$ cat config.mk
export PLATFORM = sky130hd
export DESIGN_NAME = mac_array_sequencer
export DESIGN_NICKNAME = d
export VERILOG_FILES = /design/src/rtl/mac_seq_pkg.sv /design/src/rtl/mac_seq_lat_pipe.sv /design/src/rtl/mac_array_sequencer.sv
export SDC_FILE = /design/constraint.sdc
export NUM_CORES = 1
export LEC_CHECK = 0
export ABC_AREA = 1
export BUFFER_PORTS_ARGS = -buffer_cell sky130_fd_sc_hd__buf_2
export CAP_MARGIN = 10
export CORE_AREA = 2 2 142 144
export CTS_BUF_LIST = sky130_fd_sc_hd__clkbuf_8
export CTS_CLUSTER_SIZE = 30
export DETAILED_ROUTE_END_ITERATION = 8
export DIE_AREA = 0 0 144 146
export HOLD_SLACK_MARGIN = 0.02
export PLACE_DENSITY_LB_ADDON = 0.2
export SLEW_MARGIN = 20
export SYNTH_ARGS = -nofsm -noshare
export SYNTH_HDL_FRONTEND = slang
export SYNTH_SLANG_ARGS = --single-unit
$ cat constraint.sdc
create_clock -name clk -period 2.47 [get_ports clk]
set_clock_uncertainty 0.2 [all_clocks]
set_input_delay 0.247 -clock clk [delete_from_list [all_inputs] [get_ports clk]]
set_output_delay 0.247 -clock clk [all_outputs]
set_load 0.05 [all_outputs]
$ cat src/rtl/mac_seq_pkg.sv
// mac_seq_pkg: state enum, default sizes and latency helper for mac_array_sequencer
package mac_seq_pkg;
  typedef enum logic [1:0] {IDLE, ISSUE, DRAIN, DONE} state_e;
  localparam int LANES_DEF   = 10;
  localparam int P_W_DEF     = 17;
  localparam int ADDR_W_DEF  = 4;
  localparam int RD_LAT_DEF  = 2;
  localparam int DSP_LAT_DEF = 3;
  function automatic int lat(input int rd, input int dsp);
    return rd + dsp;
  endfunction
endpackage

$ cat src/rtl/mac_seq_lat_pipe.sv
// mac_seq_lat_pipe: depth-DEPTH {valid, addr} shift register with synchronous flush
module mac_seq_lat_pipe
  import mac_seq_pkg::*;
#(
  parameter int DEPTH = lat(RD_LAT_DEF, DSP_LAT_DEF),
  parameter int AW    = ADDR_W_DEF
) (
  input  logic          clk,
  input  logic          reset,
  input  logic          flush,
  input  logic          in_v,
  input  logic [AW-1:0] in_addr,
  output logic          out_v,
  output logic [AW-1:0] out_addr,
  output logic          any_v
);
  logic [DEPTH-1:0]         v_q, v_d;
  logic [DEPTH-1:0][AW-1:0] a_q, a_d;
  always_comb begin
    v_d[0] = in_v && !flush;
    a_d[0] = in_addr;
    for (int i = 1; i < DEPTH; i++) begin
      v_d[i] = v_q[i-1] && !flush;
      a_d[i] = a_q[i-1];
    end
  end
  always_ff @(posedge clk) begin
    if (reset) begin
      v_q <= '0;
      a_q <= '0;
    end else begin
      v_q <= v_d;
      a_q <= a_d;
    end
  end
  assign out_v    = v_q[DEPTH-1];
  assign out_addr = a_q[DEPTH-1];
  assign any_v    = |v_q;
endmodule

$ cat src/rtl/mac_array_sequencer.sv
// mac_array_sequencer: sweeps operand memories, tracks read+DSP latency, tags lane results (MAC_SEQ_ACCUM_EN adds per-lane accumulators)
module mac_array_sequencer
  import mac_seq_pkg::*;
#(
  parameter int LANES   = LANES_DEF,
  parameter int P_W     = P_W_DEF,
  parameter int ADDR_W  = ADDR_W_DEF,
  parameter int RD_LAT  = RD_LAT_DEF,
  parameter int DSP_LAT = DSP_LAT_DEF
`ifdef MAC_SEQ_ACCUM_EN
  , parameter int ACC_W = P_W + ADDR_W + 1
`endif
) (
  input  logic                 clk,
  input  logic                 reset,
  input  logic                 start,
  input  logic [ADDR_W-1:0]    base_addr,
  input  logic [ADDR_W:0]      count,
  input  logic                 hold,
  input  logic                 abort,
  output logic                 busy,
  output logic                 done,
  output logic                 aborted,
  output logic                 mem_ena,
  output logic                 mem_wea,
  output logic [ADDR_W-1:0]    mem_addr,
  input  logic [LANES*P_W-1:0] dsp_p,
  output logic                 res_valid,
  output logic [ADDR_W-1:0]    res_addr,
  output logic [LANES*P_W-1:0] res_data
`ifdef MAC_SEQ_ACCUM_EN
  , output logic [LANES*ACC_W-1:0] acc_data,
  output logic                   acc_valid
`endif
);
  localparam int LAT = lat(RD_LAT, DSP_LAT);
  localparam logic [ADDR_W:0] CMAX = {1'b1, {ADDR_W{1'b0}}};
  state_e                 state_q, state_d;
  logic [ADDR_W-1:0]      addr_q, addr_d, ra_q, ra_d, tail_a;
  logic [ADDR_W:0]        rem_q, rem_d, cnt_sat;
  logic                   busy_q, busy_d, done_q, done_d, ab_q, ab_d, pend_q, pend_d;
  logic                   rv_q, rv_d, iss, stop, tail_v, pipe_any;
  logic [LANES*P_W-1:0]   rd_q, rd_d;
  mac_seq_lat_pipe #(.DEPTH(LAT), .AW(ADDR_W)) u_pipe (
    .clk(clk), .reset(reset), .flush(stop), .in_v(iss), .in_addr(addr_q),
    .out_v(tail_v), .out_addr(tail_a), .any_v(pipe_any)
  );
  always_comb begin
    cnt_sat = count > CMAX ? CMAX : count;
    stop    = abort && (state_q == ISSUE || state_q == DRAIN);
    iss     = state_q == ISSUE && !hold && !abort;
    state_d = state_q;
    addr_d  = addr_q;
    rem_d   = rem_q;
    busy_d  = busy_q;
    pend_d  = pend_q;
    done_d  = 1'b0;
    ab_d    = 1'b0;
    case (state_q)
      IDLE: if (start) begin
        addr_d  = base_addr;
        rem_d   = cnt_sat;
        busy_d  = 1'b1;
        state_d = cnt_sat == '0 ? DONE : ISSUE;
      end
      ISSUE: if (iss) begin
        addr_d  = addr_q + 1'b1;
        rem_d   = rem_q - 1'b1;
        state_d = rem_q == (ADDR_W+1)'(1) ? DRAIN : ISSUE;
      end
      DRAIN: state_d = pipe_any ? DRAIN : DONE;
      DONE: begin
        done_d  = 1'b1;
        ab_d    = pend_q;
        pend_d  = 1'b0;
        busy_d  = 1'b0;
        state_d = IDLE;
      end
    endcase
    if (stop) begin
      state_d = DONE;
      pend_d  = 1'b1;
    end
    rv_d = tail_v && !stop;
    ra_d = tail_v ? tail_a : ra_q;
    rd_d = tail_v ? dsp_p : rd_q;
  end
  always_ff @(posedge clk) begin
    if (reset) begin
      state_q <= IDLE;
      addr_q  <= '0;
      rem_q   <= '0;
      busy_q  <= 1'b0;
      done_q  <= 1'b0;
      ab_q    <= 1'b0;
      pend_q  <= 1'b0;
      rv_q    <= 1'b0;
      ra_q    <= '0;
      rd_q    <= '0;
    end else begin
      state_q <= state_d;
      addr_q  <= addr_d;
      rem_q   <= rem_d;
      busy_q  <= busy_d;
      done_q  <= done_d;
      ab_q    <= ab_d;
      pend_q  <= pend_d;
      rv_q    <= rv_d;
      ra_q    <= ra_d;
      rd_q    <= rd_d;
    end
  end
  assign busy      = busy_q;
  assign done      = done_q;
  assign aborted   = ab_q;
  assign mem_ena   = state_q == ISSUE || state_q == DRAIN;
  assign mem_wea   = 1'b0;
  assign mem_addr  = addr_q;
  assign res_valid = rv_q;
  assign res_addr  = ra_q;
  assign res_data  = rd_q;
`ifdef MAC_SEQ_ACCUM_EN
  logic [LANES-1:0][ACC_W-1:0] acc_q, acc_d;
  logic                        accv_q, accv_d;
  always_comb begin
    accv_d = state_q == DONE && !pend_q;
    for (int i = 0; i < LANES; i++)
      acc_d[i] = (state_q == IDLE && start) ? '0 :
                 rv_q ? acc_q[i] + ACC_W'($signed(rd_q[i*P_W +: P_W])) : acc_q[i];
  end
  always_ff @(posedge clk) begin
    if (reset) begin
      acc_q  <= '0;
      accv_q <= 1'b0;
    end else begin
      acc_q  <= acc_d;
      accv_q <= accv_d;
    end
  end
  assign acc_data  = acc_q;
  assign acc_valid = accv_q;
`endif
endmodule

Word level (Yosys, flattened, before mapping):

Index checks and enable logic that the tools add are counted.
Widths: inputs -> output; s select.

* bits of input ports: 184
* word-level logic and storage cells: 70
* output and inout port bits: 184
* flip-flop bits (word level): 215

* reductions and logical operators: 23
* bitwise operators: 1
* muxes and demuxes: 19
* equality and inequality tests: 8
* $lt $le $gt $ge: 1
* add/sub/neg operators: 2

Operators by type and width (count)
* $mux 5: 3
* $mux 2: 5
* $pmux 5 s2: 1
* $logic_and 1x1->1: 9
* $mux 4: 2
* $pmux 2 s4: 1
* $pmux 4 s2: 1
* $reduce_bool 2->1: 3
* $eq 5x1->1 const B: 1
* $gt 5x5->1 const B: 1
* $logic_not 5->1: 1
* $mux 1: 5
* $reduce_or 5->1: 1
* $sub 5x1->5 const B: 1
* $add 4x1->4 const B: 1
* $eq 2x2->1 const B: 2
* $reduce_and 2->1: 2
* $logic_not 1->1: 3
* $ne 3x1->1 const B: 1
* $ne 3x2->1 const B: 1
* $reduce_and 3->1: 1
* $eq 2x1->1 const B: 1
* $logic_not 2->1: 1
* $ne 2x1->1 const B: 1
* other kinds (5): 5

Longest topological paths before layout:

Gate-level depths: netlist of the first run.

* depth in word-level cells: 7
* gate-level depth with buffers: 10
* gate-level depth less buffers: 10

Hierarchy:

Synthesis of the first run repeated with hierarchy kept, for this count alone.

* cells, all modules: 974
* area total of the unflattened synthesis: 7738.7 µm²

Modules (own cells, without submodules)
* mac_array_sequencer: cells each 893, area each 7010.5 µm², seq. area each 3803.6 µm², times used 1
* mac_seq_lat_pipe: cells each 81, area each 728.2 µm², seq. area each 500.5 µm², times used 1

Worst setup path before layout of the first run:

No wires, ideal clock.

* path type: register to register
* from: register state_q[0]
* to: register state_q[1]
* setup slack: 0.683 ns
* cell stages (with the launch flop): 8
* setup time: 0.117 ns
* buffers on the path: 0
* arrival: 1.470 ns
* period minus slack after synthesis: 1.787 ns
* data required time: 2.153 ns
* path through: dfxtp_1 > inv_1 > ha_1 > nand2_1 > nand2_1 > nand2_1 > a21oi_1 > nor2_1

* longest elaborated chain between the ends: 5
* elaborated cells between the ends (all ways): 13
* classes of those cells: eq/ne (5); mux (2); reduce/logical (6)

RTL lines
* from (decl): line mac_array_sequencer.sv:38 `state_e state_q, state_d;`
* from (signal assigned): line mac_array_sequencer.sv:101 `state_q <= state_d;`
* $eq 2x1->1 / $eq 2x2->1 (equally long branches)
* $logic_or 1x1->1 *
* named net mem_ena: line mac_array_sequencer.sv:24 `output logic mem_ena,`
* $logic_and 1x1->1 *: line mac_array_sequencer.sv:50 `stop = abort && (state_q == ISSUE || state_q == DRAIN);`
* $ne 3x1->1 (no line) / $ne 3x2->1 (equally long branches)
* $reduce_and 2->1 (no line)

Mark *: on every way through the listed nets, which the timed path passes. The rest lies on a longest branch.
A chain may end at the register's enable or synchronous reset.

Worst setup path after layout of the first run:

* from: register state_q[1]
* to: register addr_q[3], in the netlist mem_addr[3]

* longest elaborated chain between the ends: 5
* elaborated cells between the ends (all ways): 9
* classes of those cells: eq/ne (3); mux (1); reduce/logical (5)

RTL lines
* $eq 2x1->1: line mac_array_sequencer.sv:51, mac_array_sequencer.sv:59
* $logic_and 1x1->1 (2 in a row): line mac_array_sequencer.sv:51 `iss = state_q == ISSUE && !hold && !abort;`
* $ne 2x1->1 (no line)
* $reduce_and 3->1 (no line)
* to (signal assigned): line mac_array_sequencer.sv:102 `addr_q <= addr_d;`
* to (decl): line mac_array_sequencer.sv:39 `logic [ADDR_W-1:0] addr_q, addr_d, ra_q, ra_d, tail_a;`

Several ways; a longest one is shown, not always the timed one.

==> impl_metrics.toml, run 1 <==
[setup_path]
crit_required_ns = 2.72
crit_fanout = 14
r2r_setup_slack_ns = 0.21
arrival_ns = 2.52
cp-start-kind = "flip-flop"
crit_path_end_kind = "flip-flop"
worstSetupPathType = "reg2reg"

[finish]
utilization_pct = 62.6
fillers = 1619
final_nets = 1694
syn_to_final_growth_pct = 56.9
drive_gt1_share_pct = 28.0
multi_input_comb_area_sq_um = 2830
fin_area_sq_um = 12100
seq_area_sq_um = 4310

[clocking]
cts_root_buffer = "clkbuf_8"
clk_path_buf_depth = 3
worst_skew_pair.late_latency_ns = 0.51
cts.clk_slew.worst_paths_ns = 0.06
tritoncts = "done"
htreeDepth = 2
cts_sinks = 215
cts-buffers-inserted = 38

[pwr]
combPwrFrac_pct = 17.3
p_total_uw = 8110
clockPowerShare_pct = 37.3
p_seq_share_pct = 45.4
power_leakage_uw = 0.00629
internal_power_uw = 5820
power_density_nw_per_um2 = 670
netSwitchingFraction_pct = 28.3
p_switching_uw = 2290
ir_worst_vdd_v = 0.000490

[placed_design]
place_area_sq_um = 9540
port_buffers = 366
dp_hpwl_um = 14700
globalplace.congestion = 0.816

[grt]
grt_max_degree = 188
grt_usage_pct = 24.1
grt_pass1_vias = 8445
grt_overflow_total = 0
grt_pass1_wl_um = 41200
grt_antenna_before_repair = 1

[min_path]
min_path_type = "in2reg"

[timing]
min_period_ns = 2.26
rsz0062_at_grt = "false"
tns_ns = 0
fin_hold_ws_ns = 0.0867
finalSetupViolCount = 0
slew_violations = 0
fmax_mhz = 442
tightest_slew_ns = 0.838
max_slew_margin_pct = 44.1
hold_viol = 0
post-route-period-util_pct = 91.7

[yosys]
syn_area_per_cell_sq_um = 7.91
synth_cell_type_count = 25
yosysSeqAreaShare_pct = 55.8
syn_area_sq_um = 7710
netlist_instances = 974
yosys_register_bits = 215
yosys_warnings = 0
synthesis.nets = 1165

[drt]
dr_wl_met2_um = 12400
route.met3.wl_um = 2340
drt-initial-drc-count = 405
antenna_left = 0
wl_per_cell_um = 14.8
wl_met1_um = 10300
drtPass1Iterations = 4
route.detailed.drc = 0
finalWirelength_um = 26500
dr_total_vias = 8426
highest_layer = "met4"
via_per_inst = 4.70

[floorplan]
ioPinCount = 368
core_area_sq_um = 19300
die_w_um = 144
placementRows = 51
die_y_um = 146
dieArea_sq_um = 21000
initial_core_util_pct = 39.9

[run_status]
status = "finished clean"

[job]
drv_cap = 0
==> timing repair <==
item | 4_1_cts | 5_1_grt
hold buffers | 186 | 0
setup buffers | 0 | 0
resized for setup | 0 | 2
endpoints found under the setup margin | 0 | 1
hold endpoints to repair | 192 | 0
==> final timing paths <==
kind	startpoint	endpoint	depth (start not counted)
worst min register to register	u_pipe.a_d[14]$_SDFF_PP0_	u_pipe.a_d[18]$_SDFF_PP0_	2
worst min-delay path	count[4]	rem_q[1]$_SDFFE_PP0P_	6
worst max register to register	state_q[1]$_SDFFE_PP0P_	mem_addr[3]$_SDFFE_PP0P_	8
worst max-delay path	state_q[1]$_SDFFE_PP0P_	mem_addr[3]$_SDFFE_PP0P_	8
==> cell type report <==
| type | instances | area share [%] |
|---|---|---|
| inverters | 37 | 1.23 |
| flip-flops and latches | 215 | 35.6 |
| well taps | 265 | 2.74 |
| clock buffers | 45 | 5.12 |
| diodes | 1 | 0.0207 |
| repair buffers | 557 | 31.3 |
| clock inverters | 18 | 0.590 |
| multi-input cells | 654 | 23.4 |
==> registers in the layout, indices dropped and copies added, names as in the netlist <==
name and flops:
u_pipe.a_d 16, pend_q 1, aborted 1, rem_q 5, res_addr 4, busy 1
res_valid 1, mem_addr 4, res_data 170, u_pipe.out_addr 4, state_q 2, u_pipe.v_q 5
done 1
==> layout by cell type, fill, tap and decap left out, drive strengths merged <==
master,Yosys,routed
a211oi,1,1
a21oi,11,11
and3,1,1
buf,36,371
clkbuf,32,45
clkinv,0,3
conb,1,1
dfxtp,215,215
diode,0,1
dlygate4sd3,0,186
ha,7,7
inv,37,52
nand2,39,39
nand3,15,15
nand4,3,3
nor2,386,386
nor3,2,2
o21ai,187,187
xnor2,1,1
==> stage by stage <==
step | instances | setup slack (ns)
after global routing | 1792 | 0.0753
after CTS | 1791 | 0.0321
after global placement | 1542 | 0.552
after floorplan | 974 | 0.683
final | 1792 | 0.205
after detailed placement | 1542 | 0.511
==> power groups by stage <==
stage,registers [uW],logic (uW),clock network (uW)
2_1_floorplan,3800,778,0
3_3_place_gp,3750,1130,0
3_5_place_dp,3750,1140,0
4_1_cts,3680,1390,3110
5_1_grt,3700,1550,3280
6_report,3680,1400,3030
==> logic make-up after synthesis <==
family,after synthesis,synth area share (%)
XOR/XNOR,1,0.114
AO/OA/AOI/OAI,199,13.1
adder cells (fa/ha/maj),7,1.14
AND/OR/NAND/NOR,446,22.3
buffers and inverters,105,7.43
other,1,0.0487
flip-flops,215,55.8
==> Yosys cell counts (all sizes together) <==
master  count  share of area, %
ha          7               1.1
a21oi      11              0.86
and3        1             0.081
nand4       3              0.24
buf        36               3.9
dfxtp     215                56
xnor2       1              0.11
inv        37               1.8
nor3        2              0.13
nor2      386                19
nand3      15              0.97
nand2      39               2.0
a211oi      1             0.097
clkbuf     32               1.7
conb        1             0.049
o21ai     187                12
==> metal layers <==
metal,up-vias,GRT usage (%)
met2,365,39.8
met3,103,8.06
li1,4148,-
met4,0,14.2
met5,-,0
met1,3810,26.7
==> critical path, stage by stage (launching register included) <==
cell and delay (ns):
dfxtp_1 0.37, inv_1 0.08, ha_2 0.26, inv_4 0.15
nand2_1 0.12, a21oi_4 0.28, nand3_1 0.11, dlygate4sd3_1 0.59
nand2_1 0.06
(Power assumes the default switching activity.)
==> inputs of run 2 (changes only) <==
--- a/config.mk
+++ b/config.mk
@@ -5,7 +5,6 @@
 export SDC_FILE = /design/constraint.sdc
 export NUM_CORES = 1
 export LEC_CHECK = 0
-export ABC_AREA = 1
 export BUFFER_PORTS_ARGS = -buffer_cell sky130_fd_sc_hd__buf_2
 export CAP_MARGIN = 10
 export CORE_AREA = 2 2 142 144
==> impl_metrics.toml, run 2 <==
[grt]
grt_pass1_vias = 7633
grt_max_degree = 66
grt_antenna_before_repair = 0
grt_usage_pct = 22.2
grt_pass1_wl_um = 37600
grt_overflow_total = 0

[clocking]
cts_root_buffer = "clkbuf_8"
clk_path_buf_depth = 3
htreeDepth = 2
cts.clk_slew.worst_paths_ns = 0.06
post_cts_buffers = 0
worst_skew_pair.late_latency_ns = 0.51
cts_sinks = 215
tritoncts = "done"
cts-buffers-inserted = 38

[yosys]
synth_cell_type_count = 38
synthesis.nets = 920
synth_xor_area_share_pct = 0
synth-edff-count = 0
post-synth-top-area-cell = "dfxtp_1"
synthFlopType = "dfxtp_1"
synth_area_leaders = "dfxtp_1, mux2i_1, nor2_1"
synth_mux_area_share_pct = 22.8
yosysMostFrequentCell = "dfxtp_1"
synth_top_family_by_area = "multiplexers"
netlist.area_leader.share_pct = 56.0
yosys-top-cells-count = "dfxtp_1, nor2_1, mux2i_1"
synth_compound_area_share_pct = 3.06
syn_area_sq_um = 7680
yosys_register_bits = 215
syn_area_per_cell_sq_um = 10.5
ys_async_sr_fraction_pct = 0
synthAdderAreaFrac_pct = 1.14
yosysSeqAreaShare_pct = 56.0
netlist_instances = 729
synth-simple-area-share_pct = 13.2
yosys_warnings = 0

[placed_design]
port_buffers = 366
placedCellCount = 1318
dp_hpwl_um = 13900
pre_cts_ws_ns = 0.488
globalplace.congestion = 0.790

[floorplan]
dieArea_sq_um = 21000
core_area_sq_um = 19300
die_y_um = 146
die_w_um = 144
initial_core_util_pct = 39.7
ioPinCount = 368
placementRows = 51

[timing]
rsz0062_at_grt = "false"
tns_ns = 0
post-route-period-util_pct = 96.7
fmax_mhz = 419
fin_hold_ws_ns = 0.0982
setup_slack_ns = 0.0814
tightest_slew_ns = 0.515
finalSetupViolCount = 0
slew_violations = 0
max_slew_margin_pct = 65.6
min_period_ns = 2.39
hold_viol = 0

[job]
drv_cap = 0

[drt]
antenna_left = 0
drt-initial-drc-count = 203
route.met3.wl_um = 2160
route.detailed.drc = 0
drtPass1Iterations = 4
finalWirelength_um = 24300
highest_layer = "met4"
wl_per_cell_um = 15.1
via_per_inst = 4.50
dr_wl_met2_um = 12000
wl_met1_um = 9420
dr_total_vias = 7239

[setup_path]
r2r_start = "u_pipe.v_q[4]$_SDFF_PP0_"
cp-start-kind = "flip-flop"
crit_required_ns = 2.65
cp_cell_sequence = "buf_4 -> mux2i_1 -> nor2_1 -> dlygate4sd3_1"
cp_slowest_stage_delay_ns = 0.68
worstSetupPathType = "reg2reg"
crit_path_end_kind = "flip-flop"
cp_slowest_cell = "dfxtp_4"
arrival_ns = 2.57
r2r_setup_slack_ns = 0.08
r2r_cells = 4
r2r-end = "res_data[75]$_SDFFE_PP0P_"
crit_fanout = 24

[pwr]
power_density_nw_per_um2 = 658
power_leakage_uw = 0.00580
p_total_uw = 8390
ir_worst_vdd_v = 0.000464

[finish]
final_cell_mix = "buf_2, dlygate4sd3_1, dfxtp_1"
stdcell_count = 1607
seq_area_sq_um = 4310
largest_reg_flops = 170
final_nets = 1507
layout_commonest_cell = "buf_2"
drive_gt1_share_pct = 32.3
syn_to_final_growth_pct = 65.7
fillers = 1482
diodes = 0
multi_input_comb_area_sq_um = 3090

[min_path]
hold_start = "count[3]"
min_path_type = "in2reg"
holdPathEnd = "state_q[1]$_SDFFE_PP0P_"
whs_path_depth = 5

[run_status]
status = "finished clean"
-- run 2: cell count changes in the layout (fill, tap and decap cells not counted), sizes merged, moves of 11 or more --
cell         previous run  this run
o21ai                 187         9
nand2                  39         8
inv                    52        18
mux2i                   0       175
dlygate4sd3           186       223
nor2b                   0        25
nand3                  15         4
nor2                  386       181
-- run 2: layout make-up --
class | instances | share of cell area (%)
repair buffers | 599 | 33.0
flip-flops and latches | 215 | 33.8
clock buffers | 51 | 5.51
inverters | 6 | 0.177
clock inverters | 15 | 0.668
multi-input cells | 456 | 24.3
well taps | 265 | 2.60
-- run 2: power by group --
part	total (uW)	internal (uW)	switching (uW)
registers	3670	3590	83.3
clock network	3330	1930	1400
logic	1380	639	741
-- run 2: critical path: cells and delay by family, from the launching register on --
| kind | cells | cell delay [ns] |
|---|---|---|
| buf+inv | 2 | 1.08 |
| flops | 1 | 0.68 |
| mux | 1 | 0.23 |
| simple gates | 1 | 0.07 |
-- run 2: cells by family after synthesis --
group,Yosys count
flops,215
mux,175
compound gates,36
simple gates,237
other cells,1
fa+ha+maj,7
buf+inv,58
-- run 2: worst max-delay path by stage --
stage,endpoint,depth (start not counted),start
global placement,rem_q[3]$_SDFFE_PP0P_,7,state_q[0]$_SDFFE_PP0P_
global route,res_data[75]$_SDFFE_PP0P_,4,u_pipe.v_q[4]$_SDFF_PP0_
CTS,mem_addr[3]$_SDFFE_PP0P_,7,state_q[0]$_SDFFE_PP0P_
detailed placement,rem_q[3]$_SDFFE_PP0P_,7,state_q[0]$_SDFFE_PP0P_
finish,res_data[75]$_SDFFE_PP0P_,4,u_pipe.v_q[4]$_SDFF_PP0_
floorplan,state_q[0]$_SDFFE_PP0P_,6,state_q[0]$_SDFFE_PP0P_
-- run 2: what timing repair did --
item                                   CTS  global route
endpoints found under the hold margin  190             0
setup endpoints to repair                0             1
hold buffers                           223             0
gates resized for setup                  0             2
-- run 2: through the flow --
step	instance area, sq um	utilization (%)
after floorplan	7680	-
after global placement	9710	50.2
after detailed placement	9710	50.2
after CTS	12700	65.9
after global routing	12700	65.9
final	12700	65.9
-- run 2: metal layers --
| layer | vias up | track usage, % |
|---|---|---|
| met3 | 63 | 7.83 |
| met1 | 3278 | 23.2 |
| met5 | - | 0 |
| met4 | 0 | 8.97 |
| met2 | 302 | 40.0 |
| li1 | 3596 | - |
